==> src/rtl/seg_scan_driver_pkg.sv <==
// Shared types and constants for the multiplexed BCD seven-segment front end.
package seg_pkg;

    localparam int BCD_W = 4;

    typedef enum logic [1:0] {
        IDLE,
        CONVERT,
        COMMIT
    } state_t;

    // 10^n as an unsigned 64-bit constant; the overflow threshold for n digits
    function automatic logic [63:0] pow10(input int n);
        logic [63:0] r;
        r = 64'd1;
        for (int i = 0; i < n; i++) begin
            r = r * 64'd10;
        end
        return r;
    endfunction

endpackage

==> src/rtl/seg_scan_driver_if.sv <==
// Load/value request and multiplexed digit outputs of the scan driver.
interface seg_scan_driver_if
    import seg_pkg::*;
#(
    parameter int DIGITS = 4,
    parameter int WIDTH  = 14
);
    logic              load;
    logic [WIDTH-1:0]  value;
    logic              busy;
    logic              overflow;
    logic [BCD_W-1:0]  digit;
    logic [DIGITS-1:0] digit_en;

    modport master (
        output load, value,
        input  busy, overflow, digit, digit_en
    );

    modport slave (
        input  load, value,
        output busy, overflow, digit, digit_en
    );
endinterface

==> src/rtl/seg_scan_driver_bin2bcd.sv <==
// Sequential double-dabble converter: one adjust-and-shift step per cycle,
// with an overflow compare so out-of-range values commit as all nines.
module bin2bcd_seq
    import seg_pkg::*;
#(
    parameter int DIGITS = 4,
    parameter int WIDTH  = 14
) (
    input  logic                      clk,
    input  logic                      rst_n,
    input  logic                      load,
    input  logic [WIDTH-1:0]          value,
    output logic                      busy,
    output logic [BCD_W*DIGITS-1:0]   bcd,
    output logic                      overflow,
    output logic                      done
);

    localparam int          BW    = BCD_W * DIGITS;
    localparam int          CW    = $clog2(WIDTH + 1);
    localparam logic [63:0] LIMIT = pow10(DIGITS);

    state_t              state_q;
    logic [WIDTH-1:0]    bin_q;
    logic [BW-1:0]       work_q;
    logic [CW-1:0]       cnt_q;
    logic                ovfPend_q;
    logic                busy_q;
    logic                overflow_q;
    logic                done_q;

    logic [BW-1:0]       adj;
    logic [BW+WIDTH-1:0] shifted;
    logic                tooBig;

    // When WIDTH cannot reach 10^DIGITS this compare is constant false
    assign tooBig = (64'(value) >= LIMIT);

    always_comb begin
        adj = work_q;
        for (int k = 0; k < DIGITS; k++) begin
            if (work_q[k*BCD_W +: BCD_W] >= 4'd5) begin
                adj[k*BCD_W +: BCD_W] = work_q[k*BCD_W +: BCD_W] + 4'd3;
            end
        end
        shifted = {adj, bin_q} << 1;
    end

    always_ff @(posedge clk or negedge rst_n) begin
        if (!rst_n) begin
            state_q    <= IDLE;
            bin_q      <= '0;
            work_q     <= '0;
            cnt_q      <= '0;
            ovfPend_q  <= 1'b0;
            busy_q     <= 1'b0;
            overflow_q <= 1'b0;
            done_q     <= 1'b0;
        end else begin
            done_q <= 1'b0;
            case (state_q)
                IDLE: begin
                    if (load) begin
                        bin_q     <= value;
                        work_q    <= '0;
                        cnt_q     <= CW'(WIDTH);
                        ovfPend_q <= tooBig;
                        busy_q    <= 1'b1;
                        state_q   <= CONVERT;
                    end
                end
                CONVERT: begin
                    {work_q, bin_q} <= shifted;
                    cnt_q           <= cnt_q - CW'(1);
                    if (cnt_q == CW'(1)) begin
                        state_q <= COMMIT;
                        done_q  <= 1'b1;
                    end
                end
                COMMIT: begin
                    overflow_q <= ovfPend_q;
                    busy_q     <= 1'b0;
                    state_q    <= IDLE;
                end
                default: state_q <= IDLE;
            endcase
        end
    end

    assign busy     = busy_q;
    assign overflow = overflow_q;
    assign done     = done_q;
    assign bcd      = ovfPend_q ? {DIGITS{4'h9}} : work_q;

endmodule

==> src/rtl/seg_scan_driver.sv <==
// Multi-digit display front end: holds the committed BCD value and scans its
// digits one at a time onto a shared digit bus with a one-hot enable.
module seg_scan_driver
    import seg_pkg::*;
#(
    parameter int DIGITS   = 4,
    parameter int WIDTH    = 14,
    parameter int SCAN_DIV = 50000
) (
    input logic               clk,
    input logic               rst_n,
    seg_scan_driver_if.slave  bus
);

    localparam int BW = BCD_W * DIGITS;
    localparam int SW = (SCAN_DIV > 1) ? $clog2(SCAN_DIV) : 1;
    localparam int IW = (DIGITS > 1) ? $clog2(DIGITS) : 1;

    logic [BW-1:0]     bcd;
    logic              done;

    logic [BW-1:0]     display_q, display_d;
    logic [SW-1:0]     scanCnt_q, scanCnt_d;
    logic [IW-1:0]     idx_q, idx_d;
    logic [BCD_W-1:0]  digit_q, digit_d;
    logic [DIGITS-1:0] digitEn_q, digitEn_d;
    logic              scanWrap;

    bin2bcd_seq #(
        .DIGITS (DIGITS),
        .WIDTH  (WIDTH)
    ) u_conv (
        .clk      (clk),
        .rst_n    (rst_n),
        .load     (bus.load),
        .value    (bus.value),
        .busy     (bus.busy),
        .bcd      (bcd),
        .overflow (bus.overflow),
        .done     (done)
    );

    // Outputs are built from next-state values so a fresh commit reaches the
    // digit bus on the same edge that updates the display register.
    always_comb begin
        display_d = done ? bcd : display_q;
        scanWrap  = (scanCnt_q == SW'(SCAN_DIV - 1));
        scanCnt_d = scanWrap ? '0 : scanCnt_q + SW'(1);
        idx_d     = idx_q;
        if (scanWrap) begin
            idx_d = (idx_q == IW'(DIGITS - 1)) ? '0 : idx_q + IW'(1);
        end
        digit_d   = display_d[BCD_W*idx_d +: BCD_W];
        digitEn_d = DIGITS'(1) << idx_d;
    end

    always_ff @(posedge clk or negedge rst_n) begin
        if (!rst_n) begin
            display_q <= '0;
            scanCnt_q <= '0;
            idx_q     <= '0;
            digit_q   <= '0;
            digitEn_q <= DIGITS'(1);
        end else begin
            display_q <= display_d;
            scanCnt_q <= scanCnt_d;
            idx_q     <= idx_d;
            digit_q   <= digit_d;
            digitEn_q <= digitEn_d;
        end
    end

    assign bus.digit    = digit_q;
    assign bus.digit_en = digitEn_q;

endmodule

==> src/flat_wrapper.sv <==
// flat-port wrapper written by rule: the top's interface ports become plain ports
module seg_scan_driver_flat import seg_pkg::*;
#(
    parameter int DIGITS   = 4,
    parameter int WIDTH    = 14,
    parameter int SCAN_DIV = 50000
)
  (clk, rst_n, bus_load, bus_value, bus_busy, bus_overflow, bus_digit, bus_digit_en);
  seg_scan_driver_if #(.DIGITS(DIGITS), .WIDTH(WIDTH)) bus_i ();
  input logic clk;
  input logic rst_n;
  input wire logic [$bits(bus_i.load)-1:0] bus_load;
  input wire logic [$bits(bus_i.value)-1:0] bus_value;
  output wire logic [$bits(bus_i.busy)-1:0] bus_busy;
  output wire logic [$bits(bus_i.overflow)-1:0] bus_overflow;
  output wire logic [$bits(bus_i.digit)-1:0] bus_digit;
  output wire logic [$bits(bus_i.digit_en)-1:0] bus_digit_en;
  assign bus_i.load = bus_load;
  assign bus_i.value = bus_value;
  assign bus_busy = bus_i.busy;
  assign bus_overflow = bus_i.overflow;
  assign bus_digit = bus_i.digit;
  assign bus_digit_en = bus_i.digit_en;
  seg_scan_driver #(.DIGITS(DIGITS), .WIDTH(WIDTH), .SCAN_DIV(SCAN_DIV)) u_core (.clk(clk), .rst_n(rst_n), .bus(bus_i));
endmodule
==> config.mk <==
export PLATFORM = sky130hd
export DESIGN_NAME = seg_scan_driver_flat
export DESIGN_NICKNAME = d
export VERILOG_FILES = /design/src/rtl/seg_scan_driver_pkg.sv /design/src/rtl/seg_scan_driver_if.sv /design/src/rtl/seg_scan_driver_bin2bcd.sv /design/src/rtl/seg_scan_driver.sv /design/src/flat_wrapper.sv
export SDC_FILE = /design/constraint.sdc
export NUM_CORES = 1
export LEC_CHECK = 0
export CAP_MARGIN = 30
export CORE_MARGIN = 3
export CORE_UTILIZATION = 40
export CTS_BUF_LIST = sky130_fd_sc_hd__clkbuf_2 sky130_fd_sc_hd__clkbuf_4 sky130_fd_sc_hd__clkbuf_8
export CTS_CLUSTER_DIAMETER = 200
export DETAILED_ROUTE_END_ITERATION = 16
export GPL_TIMING_DRIVEN = 0
export PLACE_DENSITY_LB_ADDON = 0.3
export SYNTH_ARGS = -nofsm -noshare
export SYNTH_HDL_FRONTEND = slang
export SYNTH_SLANG_ARGS = --single-unit
==> constraint.sdc <==
create_clock -name clk -period 2.31 [get_ports clk]
set_input_delay 0.5775 -clock clk [delete_from_list [all_inputs] [get_ports clk]]
set_output_delay 0.5775 -clock clk [all_outputs]
set_load 0.1 [all_outputs]
==> flow_summary.yaml, run 1 <==
outcome:
  status: "complete, no violations"
sta:
  setup_viol: 0
  drv_slew: 0
  fmax_mhz: 445
  fin_crit_ns: 2.25
  tightest_slew_ns: 0.964
  skew_ns: 0.0124
  hold_ws_ns: 0.112
  period_share_pct: 97.4
  hold_viol: 0
  relSlewSlack_pct: 36.0
  rsz0062_at_grt: "false"
  setup_ws_ns: 0.0610
power_and_ir_drop:
  cellPowerDensity_nw_per_um2: 1140
  pwr-share-seq_pct: 40.5
  p_comb_share_pct: 38.6
  ir_worst_vdd_mv: 0.554
  intPower_mw: 3.35
  power.leakage_nw: 2.15
  switchingPower_mw: 2.17
  swShare_pct: 39.3
  p_clk_share_pct: 20.9
placement:
  port_buffers: 26
  dp.cells: 548
  pre_cts_ws_ns: -0.0228
  dp_hpwl_um: 5950
  gp_congestion: 0.822
  dpl-instance-area_um2: 4640
critical_path:
  crit_buf_inv: 1
  crit_path_start: "u_core.bus.digit_en[0]"
  rrSetupSlack_ns: 0.24
  crit_arrival_ns: 1.67
  slowest_stage: "clkdlybuf4s15_1"
  cp_cell_sequence: "clkdlybuf4s15_1"
  crit_path_max_fanout: 1
  cp-endpoint: "bus_digit_en[0]"
  critical-path-top-delay-family: "buffers and inverters"
  crit_path_end_kind: "primary output"
  ff2ff_path_depth: 7
  path_depth: 1
  crit_type: "flip-flop to primary output"
  worstSetupStartpointType: "flip-flop"
  timing.rr.end: "u_core.bus.digit[0]"
  r2r_start: "u_core.scanCnt_q[0]"
  worstPathRequired_ns: 1.73
  slowest_delay_ns: 0.81
synthesis:
  synth_edf_count: 0
  async_reset_ff_share_pct: 100
  synth_ff_type: "dfrtp_1"
  syn_inst: 388
  synth_nets: 417
  yosysWarnings: 0
  synth_cell_types: 44
  ys_ff_latch: 82
  synth_seq_area_share_pct: 49.0
  syn_area_um2: 4190
  synth_top_cell_by_area: "dfrtp_1"
  synth_area_leaders: "dfrtp_1 (48%), mux4_2 (4.3%), ha_1 (3.6%)"
  yosysTopAreaCellShare_pct: 48.3
  syn_area_per_cell_um2: 10.8
cts:
  cts_resized: 10
  cts_buffer_depth: 2
  hold_buffers: 0
  clk_latency_ns: 0.35
  cts_made_buffers: 9
  path_clk_slew_ns: 0.09
  cts.sinks: 82
  cts_tree: "done"
  cts-htree-levels: 3
  clockRootBuffer: "clkbuf_8"
  postCtsSetupBuffers: 0
final_layout:
  area_growth_pct: 15.8
  finalInstanceArea_um2: 4850
  diodes: 0
  fin_nets: 455
  finalNonFillerCells: 564
  mostFrequentLayoutCell: "dfrtp_1"
  final_cell_mix: "dfrtp_1 (81), nand2_1 (38), nor2_1 (28), o21ai_0 (27), nand3_1 (18)"
  drive_gt1_share_pct: 12.8
route:
  via_per_inst: 5.35
  drt-wirelength-per-cell_um: 15.1
  firstDrtPassIters: 4
  antenna_left: 0
  first_iter_violations: 137
  num_vias: 3017
  drc: 0
  drt_wl_total_um: 8500
global_route:
  grt-ovfl-total: 0
  antenna_found_initial: 0
  met2_usage_pct: 26.1
  first_global_vias: 3104
  grt_max_degree: 61
  grt_pass1_wl_um: 14900
  busiest_layer: "met2"
  grt_usage_pct: 15.9
  met3_usage_pct: 3.16
  grtUsageMet1_pct: 21.7
job:
  max-cap-violations: 0
floorplan:
  die_height_um: 108
  rows: 36
  die_area_um2: 11700
  core-area_um2: 10000
  die_x_um: 108
  pin_count: 27
  start_util_pct: 41.9
hold_path:
  worstHoldPathType: "input pin to async pin"
worst min-delay path by stage:
stage / start / cells after the start / end
2_1_floorplan: rst_n / 0 / u_core.bus.digit[0]
4_1_cts: rst_n / 1 / u_core.u_conv.bin_q[5]
3_3_place_gp: u_core.u_conv.bin_q[4] / 2 / u_core.u_conv.bin_q[4]
6_report: rst_n / 1 / u_core.u_conv.bin_q[5]
5_1_grt: rst_n / 1 / u_core.u_conv.bin_q[5]
3_5_place_dp: u_core.u_conv.bin_q[5] / 2 / u_core.u_conv.bin_q[5]
worst reg2reg max path, stage by stage, from the launching register on:
cell and delay [ns]:
dfrtp_1 0.48, ha_1 0.34, and3_4 0.24, and4_1 0.19, buf_6 0.15, mux2i_2 0.30
inv_4 0.10, mux2i_1 0.19
per-stage QoR:
stage	power [mW]	utilization (%)	setup TNS (ns)
after global placement	4.34	46.2	-191.98
after detailed placement	4.43	46.4	-0.0228
after floorplan	3.86	-	0
final	5.52	48.5	0
after global routing	5.94	48.5	0
after CTS	5.57	48.5	0
cells in the mapped netlist (all sizes together), types with 9 or more instances:
cell type and number:
nor2b 9, nor3b 10, xnor2 9, xor2 9
nand2 38, a22oi 13, a21oi 9, ha 12
nor2 28, clkbuf 13, mux2 12, nand3 18
mux2i 14, inv 13, o21ai 27, dfrtp 81
cells by family after synthesis:
logic type	after synthesis	synth area share [%]
mux	34	11.0
xor+xnor	18	3.76
fa+ha+maj	12	3.58
flops	82	49.0
simple gates	135	17.7
compound gates	74	11.6
buf+inv	33	3.43
per-layer routing:
layer | part of all wire (%) | vias to the layer above
met5 | 0 | -
met4 | 0.69 | 0
met3 | 3.4 | 6
met2 | 47 | 43
met1 | 49 | 1498
li1 | - | 1470
power by group through the flow:
stage          registers, mW  logic (mW)  clock network (mW)
2_1_floorplan           2.50        1.35                   0
3_3_place_gp            2.24        2.10                   0
3_5_place_dp            2.26        2.17                   0
4_1_cts                 2.24        2.15                1.19
5_1_grt                 2.31        2.38                1.26
6_report                2.24        2.13                1.15
flip-flops by register name, summed over array words and instances (netlist names), 2 cells and up:
| name | count |
|---|---|
| u_core.bus.digit_en | 4 |
| u_core.u_conv.work_q | 16 |
| u_core.u_conv.bin_q | 14 |
| u_core.scanCnt_q | 16 |
| u_core.idx_q | 2 |
| u_core.display_q | 16 |
| u_core.u_conv.state_q | 2 |
| u_core.bus.digit | 4 |
| u_core.u_conv.cnt_q | 4 |
cell type report:
cell class                 instances  area [um^2]
timing repair buffer              27          274
buffer                            20         92.6
multi-input combinational        273         2000
tap                              133          166
clock inverter                     6         90.1
inverter                          13         51.3
sequential                        82         2050
clock buffer                      10          131
fill                             957         5140
No activity file was read; power rests on OpenSTA's default activity.
==> inputs of run 2 (changes only) <==
DONT_BUFFER_PORTS = 1   (was not set)
HOLD_SLACK_MARGIN = 0.03   (was not set)
clock period = 1.9 ns   (was 2.31 ns; I/O delays follow)
==> run 2 against run 1 <==
The flow now finishes with violations (hold timing). Sequential cell count unchanged. Combinational power shrank 5%. Clock power is 3% higher. Power increased by 15%. Sequential share of layout area up 2.3 points. Global-route usage is 0.32 points higher. Critical path type is now flip-flop to flip-flop. Critical endpoint is now u_core.bus.digit_en[3]. Largest cell class unchanged. Highest routed layer unchanged.
==> flow_summary.yaml, run 2 (synthesis results as in run 1) <==
route:
  num_vias: 2940
  drt_wl_total_um: 8570
  via_per_inst: 5.43
  drt-wirelength-per-cell_um: 15.8
  antenna_left: 0
  first_iter_violations: 163
  firstDrtPassIters: 4
  drc: 0
critical_path:
  critical-path-top-delay-family: "simple AND/OR/NAND/NOR gates"
  r2r_start: "u_core.scanCnt_q[13]"
  crit_buf_inv: 2
  crit_path_max_fanout: 8
  worstPathRequired_ns: 2.15
  rrSetupSlack_ns: 0.1
  worstSetupStartpointType: "flip-flop"
  crit_arrival_ns: 2.06
  crit_path_end_kind: "flip-flop"
  timing.rr.end: "u_core.bus.digit_en[3]"
  slowest_stage: "dfrtp_2"
  crit_type: "flip-flop to flip-flop"
  cp_cell_sequence: "nor4bb_4, and4_1, buf_6, mux2i_4, inv_4, and2_1"
  ff2ff_path_depth: 6
  slowest_delay_ns: 0.45
power_and_ir_drop:
  p_comb_share_pct: 31.8
  switchingPower_mw: 2.61
  p_clk_share_pct: 18.7
  power.leakage_nw: 2.01
  pwr-share-seq_pct: 49.5
  ir_worst_vdd_mv: 0.676
  swShare_pct: 41.0
  cellPowerDensity_nw_per_um2: 1380
  intPower_mw: 3.76
job:
  max-cap-violations: 0
sta:
  fin_crit_ns: 1.80
  setup_viol: 0
  fin_tns_setup_ns: 0
  tightest_slew_ns: 0.918
  skew_ns: 0.00988
  rsz0062_at_grt: "false"
  relSlewSlack_pct: 38.8
  drv_slew: 0
  period_share_pct: 94.8
  fmax_mhz: 555
  hold_viol: 81
  hold_ws_ns: -0.202
placement:
  port_buffers: 0
  dp.cells: 521
  gp_congestion: 0.758
  dpl-instance-area_um2: 4360
  dp_hpwl_um: 5890
final_layout:
  fin_nets: 432
  drive_gt1_share_pct: 16.7
  finalInstanceArea_um2: 4620
  diodes: 0
  reg_top3: "u_core.display_q x16, u_core.scanCnt_q x16, u_core.u_conv.work_q x16"
  finalNonFillerCells: 541
  area_growth_pct: 10.1
  mostFrequentLayoutCell: "dfrtp_1"
  final_cell_mix: "dfrtp_1 (78), nand2_1 (38), nor2_1 (28), o21ai_0 (27), nand3_1 (18)"
  n_fill_cell: 960
  fin_util_pct: 46.2
floorplan:
  pin_count: 27
  core-area_um2: 10000
  die_x_um: 108
  die_height_um: 108
  rows: 36
  start_util_pct: 41.9
  die_area_um2: 11700
cts:
  cts_tree: "done"
  clockRootBuffer: "clkbuf_8"
  clk_latency_ns: 0.36
  path_clk_slew_ns: 0.09
  cts.sinks: 82
  cts-htree-levels: 3
  cts_made_buffers: 9
  cts_buffer_depth: 2
global_route:
  grt_pass1_wl_um: 15000
  grt-ovfl-total: 0
  first_global_vias: 3017
  grt_usage_pct: 16.2
  antenna_found_initial: 0
  grt_max_degree: 83
outcome:
  status: "finished with violations"
  violations: "hold timing"
hold_path:
  worstHoldPathType: "input pin to async pin"
==> run 2: cell types whose count changed in the layout (fill, tap and decap cells not counted), moves of 3 or more <==
cell,delta
dfrtp_2,+3
clkbuf_2,+3
buf_4,+3
clkinvlp_4,+3
clkdlybuf4s50_1,-15
dfrtp_1,-3
clkbuf_1,-5
dlygate4sd2_1,-9
==> run 2: worst max path at each step <==
stage / startpoint / endpoint / slack [ns] / cells past startpoint
2_1_floorplan: u_core.scanCnt_q[0] / u_core.bus.digit_en[3] / 0.09 / 7
3_3_place_gp: u_core.scanCnt_q[0] / u_core.bus.digit[2] / -0.15 / 7
3_5_place_dp: u_core.scanCnt_q[0] / u_core.bus.digit[2] / -0.17 / 7
4_1_cts: u_core.scanCnt_q[0] / u_core.bus.digit[2] / 0.008 / 7
5_1_grt: u_core.idx_q[1] / u_core.bus.digit[2] / 0.008 / 5
6_report: u_core.scanCnt_q[13] / u_core.bus.digit_en[3] / 0.1 / 6
==> run 2: per-layer routing <==
| layer | part of all wire (%) | routed length (um) | up-vias | track usage (%) |
|---|---|---|---|---|
| met3 | 4.1 | 348 | 9 | 4.54 |
| li1 | - | - | 1423 | - |
| met2 | 47 | 3990 | 45 | 25.2 |
| met5 | 0 | 0 | - | 0 |
| met1 | 48 | 4130 | 1463 | 22.1 |
| met4 | 1.2 | 100 | 0 | 4.87 |
==> run 2: worst register-to-register path: stages (launching register included) <==
cell and delay [ns]:
dfrtp_2 0.45, nor4bb_4 0.33, and4_1 0.25, buf_6 0.15
mux2i_4 0.28, inv_4 0.09, and2_1 0.15
==> run 2: power groups by stage <==
stage | clock (mW) | combinational [mW] | sequential [mW]
global route | 1.31 | 2.34 | 3.24
CTS | 1.23 | 2.02 | 3.16
finish | 1.19 | 2.03 | 3.15
detailed placement | 0 | 2.01 | 3.19
global placement | 0 | 1.93 | 3.16
floorplan | 0 | 1.65 | 3.04
==> run 2: area by class of cell <==
class                      instances  area [um^2]  share of cell area [%]
sequential                        82         2060                    44.6
multi-input combinational        273         2030                    43.9
tap                              133          166                    3.60
clock buffer                      11          145                    3.14
buffer                            20          100                    2.17
inverter                          13         51.3                    1.11
clock inverter                     5         38.8                   0.840
timing repair buffer               4         30.0                   0.650
==> run 2: per-stage QoR <==
stage | power (mW) | hold WS [ns] | worst slack, ns
after global routing | 6.89 | -0.227 | 0.00849
after floorplan | 4.69 | 0.179 | 0.0854
after global placement | 5.09 | 0.182 | -0.146
after detailed placement | 5.20 | 0.182 | -0.174
final | 6.37 | -0.202 | 0.0981
after CTS | 6.40 | -0.215 | 0.00802
==> run 2: repair_timing <==
action / in CTS / in global routing
endpoints found under the hold margin: 82 / 82
gates resized for setup: 5 / 14
setup endpoints to repair: 9 / 23
pin swaps: 0 / 0
buffers inserted: 0 / 4
==> inputs of run 3 (changes only) <==
ABC_AREA = 1   (was not set)
CAP_MARGIN = 20   (was 30)
==> run 3 against run 2 <==
The run still ends with hold timing left. Sequential share of layout area rose by 3.5 points. Power increased by 1.1%. Area after synthesis is 6.9% lower. Wire length down 11%. Sequential power down 3%. Largest power group unchanged.
==> flow_summary.yaml, run 3 <==
synthesis:
  syn_area_um2: 3900
  syn_area_per_cell_um2: 8.91
  synth_edf_count: 0
  async_reset_ff_share_pct: 100
  yosysWarnings: 0
  synth_area_leaders: "dfrtp_1 (52%), nand2_1 (7.8%), o21ai_0 (6.0%)"
  synth_seq_area_share_pct: 52.6
  synth_cell_types: 35
  yosysTopAreaCellShare_pct: 51.9
  netlist_top_cells_count: "dfrtp_1 (81), nand2_1 (81), inv_1 (50)"
  syn_inst: 438
  ys_ff_latch: 82
  synth_ff_type: "dfrtp_1"
  synth_nets: 467
  synth_top_cell_by_area: "dfrtp_1"
floorplan:
  die_x_um: 105
  core-area_um2: 9370
  rows: 35
  die_height_um: 105
  pin_count: 27
  die_area_um2: 11000
  start_util_pct: 41.6
hold_path:
  worstHoldPathType: "input pin to async pin"
cts:
  path_clk_slew_ns: 0.09
  cts_tree: "done"
  postCtsSetupBuffers: 0
  clk_latency_ns: 0.35
  clockRootBuffer: "clkbuf_8"
  cts_buffer_depth: 2
  cts.sinks: 82
  cts_resized: 0
  cts-htree-levels: 3
  cts_made_buffers: 9
global_route:
  grt_pass1_wl_um: 13400
  first_global_vias: 2828
  antenna_found_initial: 0
  grt-ovfl-total: 0
  grt_usage_pct: 14.8
  grt_max_degree: 83
critical_path:
  crit_arrival_ns: 1.28
  crit_type: "flip-flop to primary output"
  crit_path_max_fanout: 2
  worstPathRequired_ns: 1.42
  rrSetupSlack_ns: 0.30
  crit_path_start: "u_core.u_conv.busy"
  crit_path_end_kind: "primary output"
  r2r_start: "u_core.scanCnt_q[0]"
  worstSetupStartpointType: "flip-flop"
power_and_ir_drop:
  power.leakage_nw: 2.09
  power_mw: 6.44
  p_comb_share_pct: 32.1
  pwr-share-seq_pct: 47.5
  swShare_pct: 41.1
  intPower_mw: 3.80
  switchingPower_mw: 2.65
  ir_worst_vdd_mv: 0.773
  p_clk_share_pct: 20.4
  cellPowerDensity_nw_per_um2: 1510
route:
  drt_wl_total_um: 7590
  drc: 0
  num_vias: 2890
  first_iter_violations: 152
  via_per_inst: 4.96
  firstDrtPassIters: 4
  drt-wirelength-per-cell_um: 13.0
  antenna_left: 0
placement:
  port_buffers: 0
  pre_cts_ws_ns: 0.284
  dpl-instance-area_um2: 4060
  dp.cells: 567
  dp_hpwl_um: 5420
  gp_congestion: 0.813
job:
  max-cap-violations: 0
final_layout:
  diodes: 0
  drive_gt1_share_pct: 11.5
  fin_util_pct: 45.6
  finalInstanceArea_um2: 4280
  n_fill_cell: 921
  reg_top3: "u_core.display_q x16, u_core.scanCnt_q x16, u_core.u_conv.work_q x16"
  fin_nets: 478
  finalNonFillerCells: 583
  area_growth_pct: 9.59
  final_cell_mix: "nand2_1 (81), dfrtp_1 (81), inv_1 (50), o21ai_0 (47), nor2_1 (39)"
sta:
  skew_ns: 0.0124
  fmax_mhz: 569
  relSlewSlack_pct: 39.6
  hold_ws_ns: -0.193
  drv_slew: 0
  rsz0062_at_grt: "false"
  tightest_slew_ns: 0.906
  setup_viol: 0
  period_share_pct: 92.5
  setup_ws_ns: 0.142
  fin_crit_ns: 1.76
  hold_viol: 82
  fin_tns_setup_ns: 0
outcome:
  status: "finished with violations"
  violations: "hold timing"
==> run 3: cell count changes in the layout (fill, tap and decap cells not counted), moves of 8 or more <==
cell and delta:
a21oi_1 +13, inv_1 +38, mux2_2 -12, mux2i_1 -13, mux4_2 -8, nand2_1 +43, nand3_1 +10, nor2_1 +11
nor2b_1 -9, nor3b_1 -9, o21ai_0 +20, o31ai_1 -8, o32ai_1 -8, xnor2_1 -8
==> run 3: worst reg2reg max path, delay by kind of cell (launching register included) <==
family	cells	cell delay (ns)
adder cells (fa/ha/maj)	1	0.25
buffers and inverters	1	0.08
AND/OR/NAND/NOR	5	0.53
AO/OA/AOI/OAI	1	0.26
flip-flops	1	0.37
==> run 3: power groups by stage <==
| stage | logic, mW | clock network, mW | registers, mW |
|---|---|---|---|
| 2_1_floorplan | 1.62 | 0 | 3.01 |
| 3_3_place_gp | 2.01 | 0 | 3.08 |
| 3_5_place_dp | 2.08 | 0 | 3.09 |
| 4_1_cts | 2.09 | 1.36 | 3.06 |
| 5_1_grt | 2.43 | 1.43 | 3.13 |
| 6_report | 2.07 | 1.32 | 3.06 |
==> run 3: final timing paths <==
check,to,depth (start not counted)
max,bus_busy,0
max in group asynchronous,u_core.bus.digit_en[0],0
max reg2reg,u_core.bus.digit[0],8
min,u_core.scanCnt_q[11],0
min in group clk,u_core.u_conv.bin_q[0],2
min reg2reg,u_core.scanCnt_q[0],1
==> run 3: area by class of cell <==
| type | count | area [um^2] | area share (%) |
|---|---|---|---|
| Clock buffer | 11 | 151 | 3.54 |
| Buffer | 7 | 38.8 | 0.907 |
| Inverter | 57 | 224 | 5.24 |
| Multi-Input combinational cell | 292 | 1590 | 37.1 |
| Tap cell | 129 | 161 | 3.77 |
| Clock inverter | 5 | 61.3 | 1.43 |
| Sequential cell | 82 | 2050 | 48.0 |
==> run 3: logic make-up (layout without fill, tap and decap cells) <==
| kind of cell | Yosys count | after routing | share of synthesized area, % |
|---|---|---|---|
| AOI/OAI and AO/OA | 95 | 95 | 13.8 |
| xor gates and xnor gates | 11 | 11 | 2.47 |
| adders and majority gates | 12 | 12 | 3.85 |
| buffers and inverters | 64 | 80 | 6.73 |
| DFF | 82 | 82 | 52.6 |
| and+or+nand+nor | 174 | 174 | 20.6 |
==> run 3: routing by layer <==
layer / GRT usage (%) / vias up / share of wire (%)
met5: 0 / - / 0
met3: 4.32 / 5 / 5.2
met4: 2.62 / 0 / 0.61
met2: 23.2 / 48 / 46
li1: - / 1458 / -
met1: 20.6 / 1379 / 48
